==> src/rtl/avmm_pkg.sv <==
// Shared types and constants for the Avalon-MM command master.
package avmm_pkg;

    localparam int unsigned AVMM_ADDR_W      = 32;
    localparam int unsigned AVMM_DATA_W      = 32;
    localparam int unsigned TIMEOUT_DISABLED = 0;

    typedef enum logic [1:0] {
        IDLE = 2'd0,
        RD   = 2'd1,
        WR   = 2'd2,
        RESP = 2'd3
    } avmm_state_e;

    typedef struct packed {
        logic                   write;
        logic [AVMM_ADDR_W-1:0] addr;
        logic [AVMM_DATA_W-1:0] wdata;
    } avmm_cmd_t;

    typedef struct packed {
        logic                   is_write;
        logic                   err;
        logic [AVMM_DATA_W-1:0] rdata;
    } avmm_rsp_t;

endpackage

==> src/rtl/avmm_wait_timer.sv <==
// Per-transaction waitrequest stall counter plus a saturating count of aborted transactions.
module avmm_wait_timer
    import avmm_pkg::*;
#(
    parameter int unsigned TIMEOUT = 134217727,
    parameter int unsigned TO_W    = 27
) (
    input  logic       clk,
    input  logic       reset,
    input  logic       clear_i,
    input  logic       tick_i,
    output logic       expired_o,
    output logic [7:0] timeout_count_o
);

    logic [TO_W-1:0] wait_q;
    logic [TO_W-1:0] wait_d;
    logic [7:0]      to_cnt_q;
    logic [7:0]      to_cnt_d;
    logic            at_limit_s;

    // The stall counter parks at TIMEOUT rather than wrapping.
    assign at_limit_s      = (wait_q == TO_W'(TIMEOUT));
    assign expired_o       = (TIMEOUT != TIMEOUT_DISABLED) && at_limit_s;
    assign timeout_count_o = to_cnt_q;

    // Next-state for the stall counter and the abort counter.
    always_comb begin
        wait_d   = wait_q;
        to_cnt_d = to_cnt_q;
        if (clear_i) begin
            wait_d = '0;
        end else if (tick_i && !at_limit_s) begin
            wait_d = wait_q + TO_W'(1);
        end else begin
            wait_d = wait_q;
        end
        // A tick while expired is exactly the abort condition seen by the FSM.
        if (tick_i && expired_o && (to_cnt_q != 8'hFF)) begin
            to_cnt_d = to_cnt_q + 8'd1;
        end else begin
            to_cnt_d = to_cnt_q;
        end
    end

    // Counter registers.
    always_ff @(posedge clk) begin
        if (reset) begin
            wait_q   <= '0;
            to_cnt_q <= 8'd0;
        end else begin
            wait_q   <= wait_d;
            to_cnt_q <= to_cnt_d;
        end
    end

endmodule

==> src/rtl/avmm_cmd_master.sv <==
// Issues one single-beat Avalon-MM read or write per command and returns one response,
// aborting with an error if the slave stalls for longer than TIMEOUT cycles.
module avmm_cmd_master
    import avmm_pkg::*;
#(
    parameter int unsigned ADDR_W  = 32,
    parameter int unsigned DATA_W  = 32,
    parameter int unsigned TIMEOUT = 134217727,
    parameter int unsigned TO_W    = 27
) (
    input  logic              clk,
    input  logic              reset,
    input  logic              cmd_valid,
    output logic              cmd_ready,
    input  logic              cmd_write,
    input  logic [ADDR_W-1:0] cmd_addr,
    input  logic [DATA_W-1:0] cmd_wdata,
    output logic              rsp_valid,
    input  logic              rsp_ready,
    output logic              rsp_is_write,
    output logic              rsp_err,
    output logic [DATA_W-1:0] rsp_rdata,
    output logic [ADDR_W-1:0] m_address,
    output logic              m_read,
    output logic              m_write,
    output logic [DATA_W-1:0] m_writedata,
    input  logic [DATA_W-1:0] m_readdata,
    input  logic              m_waitrequest,
    output logic              busy,
    output logic [7:0]        timeout_count
);

    avmm_state_e       state_q;
    logic [ADDR_W-1:0] m_address_q;
    logic [DATA_W-1:0] m_writedata_q;
    logic              m_read_q;
    logic              m_write_q;
    logic              rsp_valid_q;
    logic              rsp_is_write_q;
    logic              rsp_err_q;
    logic [DATA_W-1:0] rsp_rdata_q;
    logic              in_txn_s;
    logic              wt_clear_s;
    logic              wt_tick_s;
    logic              expired_s;

    // Handshake and busy are masked by reset so they read 0 while reset is held.
    assign cmd_ready    = (state_q == IDLE) && !reset;
    assign busy         = (state_q != IDLE) && !reset;
    assign in_txn_s     = (state_q == RD) || (state_q == WR);
    assign wt_clear_s   = (state_q == IDLE);
    assign wt_tick_s    = in_txn_s && m_waitrequest;

    assign m_address    = m_address_q;
    assign m_writedata  = m_writedata_q;
    assign m_read       = m_read_q;
    assign m_write      = m_write_q;
    assign rsp_valid    = rsp_valid_q;
    assign rsp_is_write = rsp_is_write_q;
    assign rsp_err      = rsp_err_q;
    assign rsp_rdata    = rsp_rdata_q;

    avmm_wait_timer #(
        .TIMEOUT (TIMEOUT),
        .TO_W    (TO_W)
    ) u_wait_timer (
        .clk             (clk),
        .reset           (reset),
        .clear_i         (wt_clear_s),
        .tick_i          (wt_tick_s),
        .expired_o       (expired_s),
        .timeout_count_o (timeout_count)
    );

    // Command FSM with registered Avalon strobes and response fields.
    always_ff @(posedge clk) begin
        if (reset) begin
            state_q        <= IDLE;
            m_address_q    <= '0;
            m_writedata_q  <= '0;
            m_read_q       <= 1'b0;
            m_write_q      <= 1'b0;
            rsp_valid_q    <= 1'b0;
            rsp_is_write_q <= 1'b0;
            rsp_err_q      <= 1'b0;
            rsp_rdata_q    <= '0;
        end else begin
            case (state_q)
                IDLE: begin
                    if (cmd_valid) begin
                        m_address_q   <= cmd_addr;
                        m_writedata_q <= cmd_wdata;
                        if (cmd_write) begin
                            m_write_q <= 1'b1;
                            state_q   <= WR;
                        end else begin
                            m_read_q  <= 1'b1;
                            state_q   <= RD;
                        end
                    end
                end
                RD, WR: begin
                    // A dropped waitrequest wins over an expiring counter on the same edge.
                    if (!m_waitrequest) begin
                        m_read_q       <= 1'b0;
                        m_write_q      <= 1'b0;
                        rsp_valid_q    <= 1'b1;
                        rsp_err_q      <= 1'b0;
                        rsp_is_write_q <= (state_q == WR);
                        rsp_rdata_q    <= (state_q == RD) ? m_readdata : '0;
                        state_q        <= RESP;
                    end else if (expired_s) begin
                        m_read_q       <= 1'b0;
                        m_write_q      <= 1'b0;
                        rsp_valid_q    <= 1'b1;
                        rsp_err_q      <= 1'b1;
                        rsp_is_write_q <= (state_q == WR);
                        rsp_rdata_q    <= '0;
                        state_q        <= RESP;
                    end
                end
                RESP: begin
                    if (rsp_ready) begin
                        rsp_valid_q <= 1'b0;
                        state_q     <= IDLE;
                    end
                end
                default: begin
                    state_q <= IDLE;
                end
            endcase
        end
    end

endmodule

==> config.mk <==
export PLATFORM = sky130hd
export DESIGN_NAME = avmm_cmd_master
export DESIGN_NICKNAME = d
export VERILOG_FILES = /design/src/rtl/avmm_pkg.sv /design/src/rtl/avmm_wait_timer.sv /design/src/rtl/avmm_cmd_master.sv
export SDC_FILE = /design/constraint.sdc
export NUM_CORES = 1
export LEC_CHECK = 0
export ABC_AREA = 1
export BUFFER_PORTS_ARGS = -buffer_cell sky130_fd_sc_hd__buf_2
export CAP_MARGIN = 20
export CORE_ASPECT_RATIO = 1.4
export CORE_UTILIZATION = 50
export CTS_CLUSTER_SIZE = 14
export DETAILED_ROUTE_END_ITERATION = 7
export HOLD_SLACK_MARGIN = 0.05
export PLACE_DENSITY = 0.79
export SLEW_MARGIN = 25
export SYNTH_ARGS = -nofsm -noshare
export SYNTH_HDL_FRONTEND = slang
export SYNTH_SLANG_ARGS = --single-unit
==> constraint.sdc <==
create_clock -name clk -period 3.83 [get_ports clk]
set_input_delay 0.1915 -clock clk [delete_from_list [all_inputs] [get_ports clk]]
set_output_delay 0.1915 -clock clk [all_outputs]
set_load 0.005 [all_outputs]
# Word-level counts from Yosys, hierarchy flattened
# Cells that the tools add are included.
dict set report op_classes {
  addsub 2
  muxes 24
  eq_ne 11
  n_reduce_logical 21
}
# op n
set op_table {}
lappend op_table {{32-bit 2-to-1 mux} 3}
lappend op_table {{27-bit by 1-bit adder with 27-bit output, second input constant} 1}
lappend op_table {{27-bit equality test, second input constant} 1}
lappend op_table {{1-bit 2-to-1 mux} 12}
lappend op_table {{2-bit 2-to-1 mux} 5}
lappend op_table {{8-bit by 1-bit adder with 8-bit output, second input constant} 1}
lappend op_table {{2-bit inequality test, second input constant} 4}
lappend op_table {{8-bit inequality test, second input constant} 1}
lappend op_table {{4-bit AND reduction} 2}
lappend op_table {{1-bit logical AND} 6}
lappend op_table {{1-bit case mux with 2 select lines} 3}
lappend op_table {{2-bit case mux with 3 select lines} 1}
lappend op_table {{3-bit AND reduction} 2}
lappend op_table {{2-bit nonzero test} 3}
lappend op_table {{2-bit equality test, second input constant} 2}
lappend op_table {{2-bit AND reduction} 2}
lappend op_table {{2-bit OR reduction} 2}
lappend op_table {{3-bit by 2-bit inequality test with 1-bit output, second input constant} 1}
lappend op_table {{2-bit by 1-bit equality test with 1-bit output, second input constant} 1}
lappend op_table {{1-bit zero test} 2}
lappend op_table {{2-bit zero test} 1}
lappend op_table {{2-bit by 1-bit inequality test with 1-bit output, second input constant} 1}
lappend op_table {{1-bit logical OR} 1}
dict set report totals {
  register_bits 138
  in_bits 102
}

# Logic depth before layout (Yosys ltp)
# Gate-level depths: netlist of the first run.
dict set report depth {
  ltp_word 5
  depth_mapped 12
  ltp_nobuf 11
}

# Hierarchy
# From an unflattened synthesis of the first run, not the netlist that was laid out.
dict set report hier_totals {
  cells_unflattened 815
  hier_area_um2 5858.1
}
# mod cells_each seq_area_each_um2 area_per_inst_um2 instances
set modules_own_cells {}
lappend modules_own_cells {avmm_cmd_master 489 2062.0 3778.6 1}
lappend modules_own_cells {avmm_wait_timer 326 700.7 2079.5 1}

# Least setup slack after synthesis of the first run
# OpenSTA, ideal clock, no wires.
dict set report synth_timing {
  kind {register to register}
  startpoint {register u_wait_timer.wait_q[1]}
  endpoint {register rsp_rdata_q[10] (netlist: rsp_rdata[10])}
  path_stages_with_launch 13
  setup_time_ps 113
  t_required_ps 3717
  period_less_slack_ps 1822
  arrival_time_ps 1709
  setup_slack_ps 2008
  cell_sequence {dfxtp_1 -> ha_1 -> inv_2 -> nor2_4 -> nand2_2 -> nor2_4 -> nand2_4 -> a21oi_4 -> buf_6 -> buf_6 -> nand2_1 -> nand2_1 -> nor2_1}
}
dict set report synth_between {
  elab_chain_cells 3
}
# item line
set synth_lines {}
lappend synth_lines {{from (decl)} avmm_wait_timer.sv:16} ;# logic [TO_W-1:0] wait_q;
lappend synth_lines {{from (signal assigned)} avmm_wait_timer.sv:52} ;# wait_q <= wait_d;
lappend synth_lines {{27-bit equality test} avmm_wait_timer.sv:23} ;# assign at_limit_s = (wait_q == TO_W'(TIMEOUT));
lappend synth_lines {{2-bit by 1-bit inequality test with 1-bit output (no line)} n/a}
lappend synth_lines {{2-bit AND reduction (no line)} n/a}
lappend synth_lines {{to (signal assigned)} avmm_cmd_master.sv:110} ;# rsp_rdata_q <= (state_q == RD) ? m_readdata : '0;
lappend synth_lines {{to (decl)} avmm_cmd_master.sv:41} ;# logic [DATA_W-1:0] rsp_rdata_q;
# Every way passes these cells.
# A chain may end at the register's enable or synchronous reset.

# Worst setup path in the final report of the first run
dict set report layout_timing {
  startpoint {register u_wait_timer.wait_q[1]}
  endpoint {register rsp_rdata_q[24] (netlist: rsp_rdata[24])}
}
# Same word-level chain as after synthesis.

==> results of run 1 <==
-- power by group through the flow --
stage | combinational (mW) | sequential, mW | clock (mW)
CTS | 1.55 | 1.96 | 1.59
detailed placement | 1.49 | 1.99 | 0
floorplan | 0.935 | 2.01 | 0
global placement | 1.47 | 1.98 | 0
global route | 1.79 | 2.02 | 1.65
finish | 1.60 | 1.98 | 1.57
-- flip-flops by register name (all words and copies together) (netlist names) --
name and flops:
m_address 32, m_read 1, m_write 1, m_writedata 32, rsp_err 1, rsp_is_write 1
rsp_rdata 32, rsp_valid 1, state_q 2, u_wait_timer.timeout_count_o 8, u_wait_timer.wait_q 27
-- routing by layer --
layer  global-route usage  wire length, um  vias to the layer above  part of all wire
li1                     -                -                     3260                 -
met1                0.324             6950                     2953              0.38
met2                0.520             9240                      312              0.50
met3               0.0773             1420                       65             0.077
met4                0.152              770                        0             0.042
met5                    0                0                        -                 0
-- logic make-up after synthesis --
family | Yosys count
XOR/XNOR | 18
AND/OR/NAND/NOR | 536
buffers and inverters | 78
flip-flops | 138
AO/OA/AOI/OAI | 104
adder cells (fa/ha/maj) | 6
-- layout make-up --
| type | count | area, sq um | area share |
|---|---|---|---|
| clock buffer | 17 | 425 | 0.0516 |
| sequential | 138 | 2760 | 0.335 |
| timing repair buffer | 278 | 1710 | 0.207 |
| inverter | 35 | 133 | 0.0161 |
| tap | 147 | 184 | 0.0223 |
| multi-input combinational | 664 | 2900 | 0.351 |
| clock inverter | 15 | 139 | 0.0168 |
-- synthesized netlist by cell type (all sizes together), types with 8 or more instances --
cell    instances
xor2           12
nor2          252
nand3          21
buf            12
nand3b          8
dfxtp         138
nand2         241
clkbuf         31
o21ai          69
a21oi          34
inv            35
-- how the worst min path moves through the flow --
stage | cells after the start | to | from
2_1_floorplan | 2 | m_address[0] | cmd_addr[0]
3_3_place_gp | 3 | m_writedata[19] | cmd_wdata[19]
3_5_place_dp | 3 | m_writedata[19] | cmd_wdata[19]
4_1_cts | 3 | m_writedata[16] | cmd_wdata[16]
5_1_grt | 5 | rsp_rdata[5] | m_readdata[5]
6_report | 3 | m_writedata[16] | cmd_wdata[16]
-- critical path: stages (launching register included) --
cell     delay, ns
dfxtp_1       0.38
ha_1          0.30
inv_2         0.07
nor2_4        0.17
nand2_2       0.12
nor2_4        0.19
nand2_4       0.10
a21oi_4       0.12
buf_4         0.50
nand2_1       0.12
nand2_1       0.10
nor2_1        0.05
-- what timing repair did --
item	4_1_cts	5_1_grt
setup endpoints to repair	0	0
hold buffers	61	0
endpoints found under the hold margin	61	0
setup buffers	0	0
-- per-stage QoR --
stage	power (mW)	utilization
2_1_floorplan	2.94	-
3_3_place_gp	3.45	0.601
3_5_place_dp	3.48	0.601
4_1_cts	5.10	0.701
5_1_grt	5.46	0.701
6_report	5.14	0.701
==> impl_metrics.csv, run 1 <==
group,metric,value,unit
status,status,"complete, no violations",
synthesis,avgSynthCellArea,6.83,sq um
synthesis,synthesized_net_count,988,
clock_network,cts_repair_resize_count,0,
synthesis,synth_flop_cell,"dfxtp_1",
worst_setup_path,r2r_path_start,"u_wait_timer.wait_q[1]",
floorplanning,design.die.area,12500,sq um
power_and_ir_drop,comb_power_share,0.311,
placed_design,place_inst,1201,
sta,finalHoldWorstSlack,0.0759,ns
synthesis,synth-seq-cells,138,
sta,drv_slew,0,
finish,fillerInstances,975,
worst_setup_path,timing_worst_setup_path_type,"flip-flop to flip-flop",
synthesis,netlist_instances,880,
sta,post-route-period-util,0.611,
synthesis,synth_top_area_cell,"dfxtp_1",
worst_setup_path,crit_path_end,"rsp_rdata[24]",
global_route,vias_in_the_first_global_route,6308,
worst_setup_path,timing.critical_path.required,4.14,ns
synthesis,seq_area_frac_synth,0.460,
clock_network,htreeDepth,4,
clock_network,clock_latency,0.42,ns
floorplanning,die_height,132,um
worst_setup_path,setup.worst_path.start,"u_wait_timer.wait_q[1]",
worst_setup_path,worst_setup_path_end_kind,"flip-flop",
sta,clock_skew,0.0110,ns
synthesis,yosys.area_share.simple,0.354,
hold_path,hold_class,"input port to flip-flop",
drt,first_iter_violations,432,
floorplanning,design.core.area,11800,sq um
finish,post_route_cells_drive_above_1_share,0.229,
finish,final_common_cell,"nor2_1",
finish,mostFrequentLayoutCells,"248 x nor2_1, 237 x nand2_1, 212 x buf_2",
power_and_ir_drop,power_frac_clock,0.305,
sta,rsz_0062_raised_after_global_routing,"false",
flow_run,timing.max_cap.violations,0,
clock_network,cts.sinks,138,
power_and_ir_drop,switching_share,0.356,
sta,timing.slew.headroom,0.433,
drt,num_vias,6590,
synthesis,synth_compound_gate_area_share,0.0889,
power_and_ir_drop,power_report.internal_total,3.31,mW
sta,finalHoldViolations,0,
finish,final_net_count,1242,
placed_design,dp_hpwl,11.2,mm
sta,postLayoutSetupSlackWorst,1.49,ns
floorplanning,die_w,94.7,um
clock_network,tritoncts_clock_tree,"yes",
synthesis,synth_top_family_by_area,"simple AND/OR/NAND/NOR gates",
synthesis,synth_mux_area_frac,0,
placed_design,placed_area,7070,sq um
global_route,gr-total-overflow,0,
worst_setup_path,crit-reg2reg-capture,"rsp_rdata[24]",
floorplanning,floorplan.initialDensity,0.511,
worst_setup_path,data_arrival_time_at_the_worst_slack_endpoint,2.65,ns
clock_network,tritoncts_buffers,17,
finish,syn2layout_area_growth,37.3,%
synthesis,synth_area,6010,sq um
placed_design,place_congestion,0.936,
synthesis,synthAdderAreaFrac,0.0125,
global_route,grt.total_usage,0.298,
sta,minimum_clock_period_after_layout,2.34,ns
clock_network,clk_path_buf_depth,2,
placed_design,port_buffers,212,
worst_setup_path,startpoint_type,"flip-flop",
synthesis,synth_top_area_share,0.460,
drt,route.detailed.drc,0,
drt,route.final.wire_length,18.4,mm
power_and_ir_drop,p_leak,3.80,nW
worst_setup_path,reg2reg_setup_slack,1.49,ns
finish,design_area,8250,sq um
synthesis,synth.distinct_cells,26,
power_and_ir_drop,power_frac_seq,0.385,
floorplanning,design.portCount,213,
drt,route.detailed.vias_per_inst,5.09,
power_and_ir_drop,power_density,624,nW/um^2
drt,route.detailed.wl_per_inst,14.2,um
power_and_ir_drop,switchingPower,1.83,mW
placed_design,preCtsSetupSlack,1.54,ns
synthesis,post_synth_main_area_contributors,"dfxtp_1 46%, nor2_1 16%, nand2_1 15%",
global_route,antenna_found_initial,0,
sta,report.final.setup_viol,0,
drt,drt_pre_antenna_iters,5,
worst_setup_path,worst-r2r-cell-count,11,
finish,finalNonFillerCells,1294,
floorplanning,rows,47,
sta,fmax,427,MHz
synthesis,synth.yosys.warnings,0,
clock_network,worst_setup_hold_path_clk_slew,0.07,ns
finish,antenna_diodes,0,
synthesis,post_synth_xor_area_fraction,0.0262,
power_and_ir_drop,vdd_ir_drop_max,405,uV
synthesis,async_flop_share,0,
synthesis,synth_enable_flop_cells,0,
worst_setup_path,timing.critical_path.fanout_max,65,
clock_network,clockRootBuffer,"clkbuf_16",
global_route,grt_start_max_net_pins,73,
global_route,wire_length_of_the_first_global_routing_pass,29.3,mm
sta,finalSetupTns,0,ns
sta,worst-slew-pin-transition,0.851,ns
drt,antenna_violating_nets_post_route,0,
(Power assumes the default switching activity.)
==> inputs of run 2 (changes only) <==
==> constraint.sdc (replaced) <==
create_clock -name clk -period 2.3 [get_ports clk]
set_input_delay 0.115 -clock clk [delete_from_list [all_inputs] [get_ports clk]]
set_output_delay 0.115 -clock clk [all_outputs]
set_load 0.005 [all_outputs]
==> impl_metrics.csv, run 2 (synthesized netlist as in run 1, its figures left out) <==
group,metric,value,unit
status,status,"complete, no violations",
sta,rsz_0062_raised_after_global_routing,"false",
floorplanning,die_height,132,um
sta,minimum_clock_period_after_layout,2.03,ns
placed_design,dp_hpwl,11.6,mm
power_and_ir_drop,p_leak,4.01,nW
sta,drv_slew,0,
power_and_ir_drop,vdd_ir_drop_max,740,uV
sta,postLayoutSetupSlackWorst,0.265,ns
sta,clock_skew,0.0137,ns
clock_network,cts_repair_resize_count,0,
clock_network,htreeDepth,4,
flow_run,timing.max_cap.violations,0,
sta,report.final.setup_viol,0,
clock_network,cts.sinks,138,
global_route,vias_in_the_first_global_route,6668,
hold_path,min_from,"cmd_valid",
drt,drt_pre_antenna_iters,6,
sta,finalHoldViolations,0,
floorplanning,floorplan.initialDensity,0.511,
worst_setup_path,data_arrival_time_at_the_worst_slack_endpoint,2.38,ns
clock_network,tritoncts_buffers,17,
placed_design,port_buffers,212,
clock_network,clk_path_buf_depth,2,
floorplanning,rows,47,
worst_setup_path,r2r_path_start,"u_wait_timer.wait_q[1]",
clock_network,postCtsHoldBufs,97,
finish,mostFrequentLayoutCells,"248 x nor2_1, 237 x nand2_1, 212 x buf_2",
clock_network,clock_latency,0.41,ns
sta,finalSetupTns,0,ns
worst_setup_path,critPathSlowestCell,"dfxtp_1",
global_route,wire_length_of_the_first_global_routing_pass,31.4,mm
sta,fmax,491,MHz
sta,worst-slew-pin-transition,0.435,ns
hold_path,hold_class,"input port to flip-flop",
sta,finalHoldWorstSlack,0.209,ns
finish,final_net_count,1290,
placed_design,preCtsSetupSlack,0.320,ns
global_route,grt_start_max_net_pins,66,
drt,route.detailed.drc,0,
worst_setup_path,timing_worst_setup_path_type,"flip-flop to flip-flop",
placed_design,place_congestion,0.957,
drt,antenna_violating_nets_post_route,0,
floorplanning,design.core.area,11800,sq um
global_route,gr-total-overflow,0,
finish,syn2layout_area_growth,45.1,%
worst_setup_path,crit_path_max_incr_delay,0.39,ns
worst_setup_path,startpoint_type,"flip-flop",
sta,timing.slew.headroom,0.710,
worst_setup_path,worstPathCellList,"ha_1, inv_2, nor2_4, nand2_2, nor2_4, nand2_4, nand2_2, buf_4, nor2_1, nand2_1, nand2_1, nor2_1",
clock_network,worst_setup_hold_path_clk_slew,0.06,ns
clock_network,clockRootBuffer,"clkbuf_16",
drt,route.detailed.vias_per_inst,5.06,
drt,num_vias,6794,
finish,post_route_cells_drive_above_1_share,0.229,
floorplanning,design.die.area,12500,sq um
worst_setup_path,timing.critical_path.max_delay_family,"simple AND/OR/NAND/NOR gates",
power_and_ir_drop,power_density,1000,nW/um^2
drt,first_iter_violations,482,
global_route,antenna_found_initial,1,
floorplanning,design.portCount,213,
worst_setup_path,timing.critical_path.fanout_max,25,
drt,route.detailed.wl_per_inst,14.4,um
worst_setup_path,worst_setup_path_end_kind,"flip-flop",
worst_setup_path,timing.critical_path.required,2.64,ns
floorplanning,die_w,94.7,um
worst_setup_path,cp_buf_inv_count,2,
finish,final_core_occ,0.741,
global_route,grt.total_usage,0.320,
drt,route.final.wire_length,19.4,mm
clock_network,tritoncts_clock_tree,"yes",
finish,final_common_cell,"nor2_1",
clock_network,cts.repair_timing.setup_buffer_count,0,
sta,post-route-period-util,0.885,
worst_setup_path,setup.worst_path.start,"u_wait_timer.wait_q[1]",
[run 2: through the flow]
stage,total power [mW],cells,area [sq um]
after floorplan,4.90,880,6010
after global placement,5.80,1213,7180
after CTS,8.62,1342,8720
after global routing,9.25,1343,8720
after detailed placement,5.86,1213,7180
final,8.72,1344,8720
[run 2: layer usage]
layer	wire length, um	global-route usage	share of wire	up-vias
met5	0	0	0	-
met4	853	0.174	0.044	0
met3	1550	0.0888	0.080	66
met2	9790	0.539	0.50	309
met1	7210	0.356	0.37	3072
li1	-	-	-	3347
[run 2: worst register-to-register path: stages (launching register included)]
cell	delay (ns)
dfxtp_1	0.39
ha_1	0.20
inv_2	0.05
nor2_4	0.15
nand2_2	0.12
nor2_4	0.18
nand2_4	0.09
nand2_2	0.19
buf_4	0.32
nor2_1	0.07
nand2_1	0.06
nand2_1	0.06
nor2_1	0.10
[run 2: area by class of cell]
type | instances | area (sq um)
sequential | 138 | 2760
tap | 147 | 184
clock inverter | 14 | 139
timing repair buffer | 326 | 2170
fill | 873 | 3040
multi-input combinational | 664 | 2900
clock buffer | 18 | 429
inverter | 35 | 131
antenna | 2 | 5.00
[run 2: report_power, final]
group | switching (mW) | internal [mW]
Combinational | 1.67 | 1.13
Clock | 1.11 | 1.51
Sequential | 0.333 | 2.97
[run 2: worst paths after layout]
path | cells past startpoint | endpoint | slack [ns]
setup reg to reg | 12 | u_wait_timer.wait_q[13] | 0.27
hold / removal | 5 | m_write | 0.21
hold reg to reg | 2 | u_wait_timer.wait_q[26] | 0.46
setup / recovery | 12 | u_wait_timer.wait_q[13] | 0.27
==> inputs of run 3 (changes only) <==
--- a/config.mk
+++ b/config.mk
@@ -9,11 +9,12 @@
 export BUFFER_PORTS_ARGS = -buffer_cell sky130_fd_sc_hd__buf_2
 export CAP_MARGIN = 20
 export CORE_ASPECT_RATIO = 1.4
-export CORE_UTILIZATION = 50
+export CORE_UTILIZATION = 45
 export CTS_CLUSTER_SIZE = 14
 export DETAILED_ROUTE_END_ITERATION = 7
 export HOLD_SLACK_MARGIN = 0.05
-export PLACE_DENSITY = 0.79
+export PLACE_DENSITY = 0.75
+export RECOVER_POWER = 100
 export SLEW_MARGIN = 25
 export SYNTH_ARGS = -nofsm -noshare
 export SYNTH_HDL_FRONTEND = slang
==> constraint.sdc (replaced) <==
create_clock -name clk -period 1.8 [get_ports clk]
set_input_delay 0.09 -clock clk [delete_from_list [all_inputs] [get_ports clk]]
set_output_delay 0.09 -clock clk [all_outputs]
set_load 0.005 [all_outputs]
==> impl_metrics.csv, run 3 (synthesized netlist as in run 1, its figures left out) <==
group,metric,value,unit
worst_setup_path,worst_setup_path_end_kind,"flip-flop",
floorplanning,design.die.area,13800,sq um
flow_run,timing.max_cap.violations,0,
status,status,"complete, no violations",
power_and_ir_drop,p_leak,3.97,nW
finish,syn2layout_area_growth,51.9,%
worst_setup_path,timing.critical_path.required,2.10,ns
finish,post_route_cells_drive_above_1_share,0.198,
power_and_ir_drop,comb_power_share,0.342,
global_route,vias_in_the_first_global_route,6694,
global_route,wire_length_of_the_first_global_routing_pass,31.3,mm
drt,num_vias,7035,
clock_network,clock_latency,0.41,ns
finish,final_net_count,1330,
drt,route.final.wire_length,20.4,mm
drt,route.detailed.wl_per_inst,14.4,um
drt,route.detailed.drc,0,
sta,report.final.setup_viol,0,
drt,drt_pre_antenna_iters,5,
clock_network,tritoncts_clock_tree,"yes",
placed_design,dp_hpwl,11.9,mm
finish,fillerInstances,1048,
sta,minimum_clock_period_after_layout,1.75,ns
finish,final_common_cell,"nor2_1",
sta,finalHoldViolations,0,
power_and_ir_drop,switching_share,0.360,
floorplanning,rows,49,
sta,clock_skew,0.0107,ns
sta,finalSetupTns,0,ns
sta,post-route-period-util,0.972,
worst_setup_path,timing_worst_setup_path_type,"flip-flop to flip-flop",
global_route,gr-total-overflow,0,
floorplanning,design.core.area,12900,sq um
power_and_ir_drop,power_report.internal_total,7.37,mW
power_and_ir_drop,power_frac_seq,0.367,
sta,worst-slew-pin-transition,0.515,ns
clock_network,worst_setup_hold_path_clk_slew,0.06,ns
placed_design,port_buffers,212,
worst_setup_path,data_arrival_time_at_the_worst_slack_endpoint,2.05,ns
floorplanning,design.portCount,213,
power_and_ir_drop,power_frac_clock,0.291,
global_route,grt.total_usage,0.284,
placed_design,place_congestion,0.915,
hold_path,hold_class,"input port to flip-flop",
clock_network,clk_path_buf_depth,2,
floorplanning,floorplan.initialDensity,0.465,
drt,route.detailed.vias_per_inst,4.98,
sta,timing.slew.headroom,0.657,
drt,antenna_violating_nets_post_route,0,
sta,drv_slew,0,
clock_network,clockRootBuffer,"clkbuf_16",
finish,final_core_occ,0.706,
finish,antenna_diodes,0,
worst_setup_path,startpoint_type,"flip-flop",
drt,first_iter_violations,324,
clock_network,cts.sinks,138,
worst_setup_path,timing.critical_path.fanout_max,16,
global_route,antenna_found_initial,0,
floorplanning,die_w,99.7,um
clock_network,htreeDepth,4,
floorplanning,die_height,139,um
sta,finalHoldWorstSlack,0.177,ns
clock_network,tritoncts_buffers,17,
power_and_ir_drop,vdd_ir_drop_max,876,uV
global_route,grt_start_max_net_pins,66,
finish,mostFrequentLayoutCells,"243 x nor2_1, 235 x nand2_1, 135 x dfxtp_1",
sta,fmax,572,MHz
power_and_ir_drop,power_density,1260,nW/um^2
power_and_ir_drop,switchingPower,4.14,mW
[run 3: cell count changes in the layout (fill, tap and decap cells not counted), sizes merged]
cell and change:
buf -49, clkbuf +88, diode -2, inv +1
clkinvlp -1
[run 3: area by class of cell]
type                            count  area [sq um]  share of cell area
Multi-Input combinational cell    664          2940               0.322
Sequential cell                   138          2770               0.303
Timing Repair Buffer              366          2500               0.274
Clock buffer                       17           425              0.0466
Tap cell                          178           223              0.0244
Clock inverter                     14           138              0.0151
Inverter                           35           134              0.0147
[run 3: metal layers]
metal,up-vias,part of all wire,track usage
li1,3438,-,-
met1,3186,0.39,0.321
met2,341,0.50,0.496
met3,70,0.075,0.0680
met4,0,0.037,0.131
met5,-,0,0
[run 3: timing repair]
| action | 4_1_cts | 5_1_grt |
|---|---|---|
| setup buffers | 0 | 2 |
| resized for setup | 1 | 16 |
| cloned | 0 | 5 |
| setup endpoints to repair | 3 | 64 |
| hold endpoints to repair | 105 | 0 |
| pin swaps | 0 | 5 |
| hold buffers | 97 | 0 |
[run 3: stage by stage]
| stage | power (mW) | instance area (sq um) | cells | worst slack [ns] |
|---|---|---|---|---|
| 2_1_floorplan | 6.26 | 6010 | 880 | 0.0135 |
| 3_3_place_gp | 7.57 | 7530 | 1277 | 0.0292 |
| 3_5_place_dp | 7.65 | 7530 | 1277 | -0.0280 |
| 4_1_cts | 11.2 | 9060 | 1405 | 0.0411 |
| 5_1_grt | 12.2 | 9130 | 1412 | -0.0490 |
| 6_report | 11.5 | 9130 | 1412 | 0.0512 |
[run 3: worst paths after layout]
path	startpoint	endpoint	slack, ns	cells after the start
worst min-delay path	cmd_write	state_q[0]	0.18	6
worst max register to register	u_wait_timer.wait_q[15]	rsp_rdata[20]	0.05	11
worst max-delay path	u_wait_timer.wait_q[15]	rsp_rdata[20]	0.05	11
worst min register to register	u_wait_timer.wait_q[26]	u_wait_timer.wait_q[26]	0.46	2
[run 3: worst max-delay path, cell delays in order, from the launching register on]
cell and delay [ns]:
dfxtp_1 0.36, nand2_1 0.10, nor2_2 0.17, nand2_2 0.10, nor2_4 0.15, nand2_4 0.10
a21oi_4 0.17, buf_12 0.14, clkbuf_16 0.17, nand2_1 0.06, nand2_1 0.06, nor2_1 0.04
[run 3: power by group through the flow]
stage | clock network [mW] | logic (mW) | registers, mW
2_1_floorplan | 0 | 1.99 | 4.27
3_3_place_gp | 0 | 3.37 | 4.21
3_5_place_dp | 0 | 3.41 | 4.24
4_1_cts | 3.40 | 3.59 | 4.18
5_1_grt | 3.53 | 4.35 | 4.31
6_report | 3.35 | 3.94 | 4.23
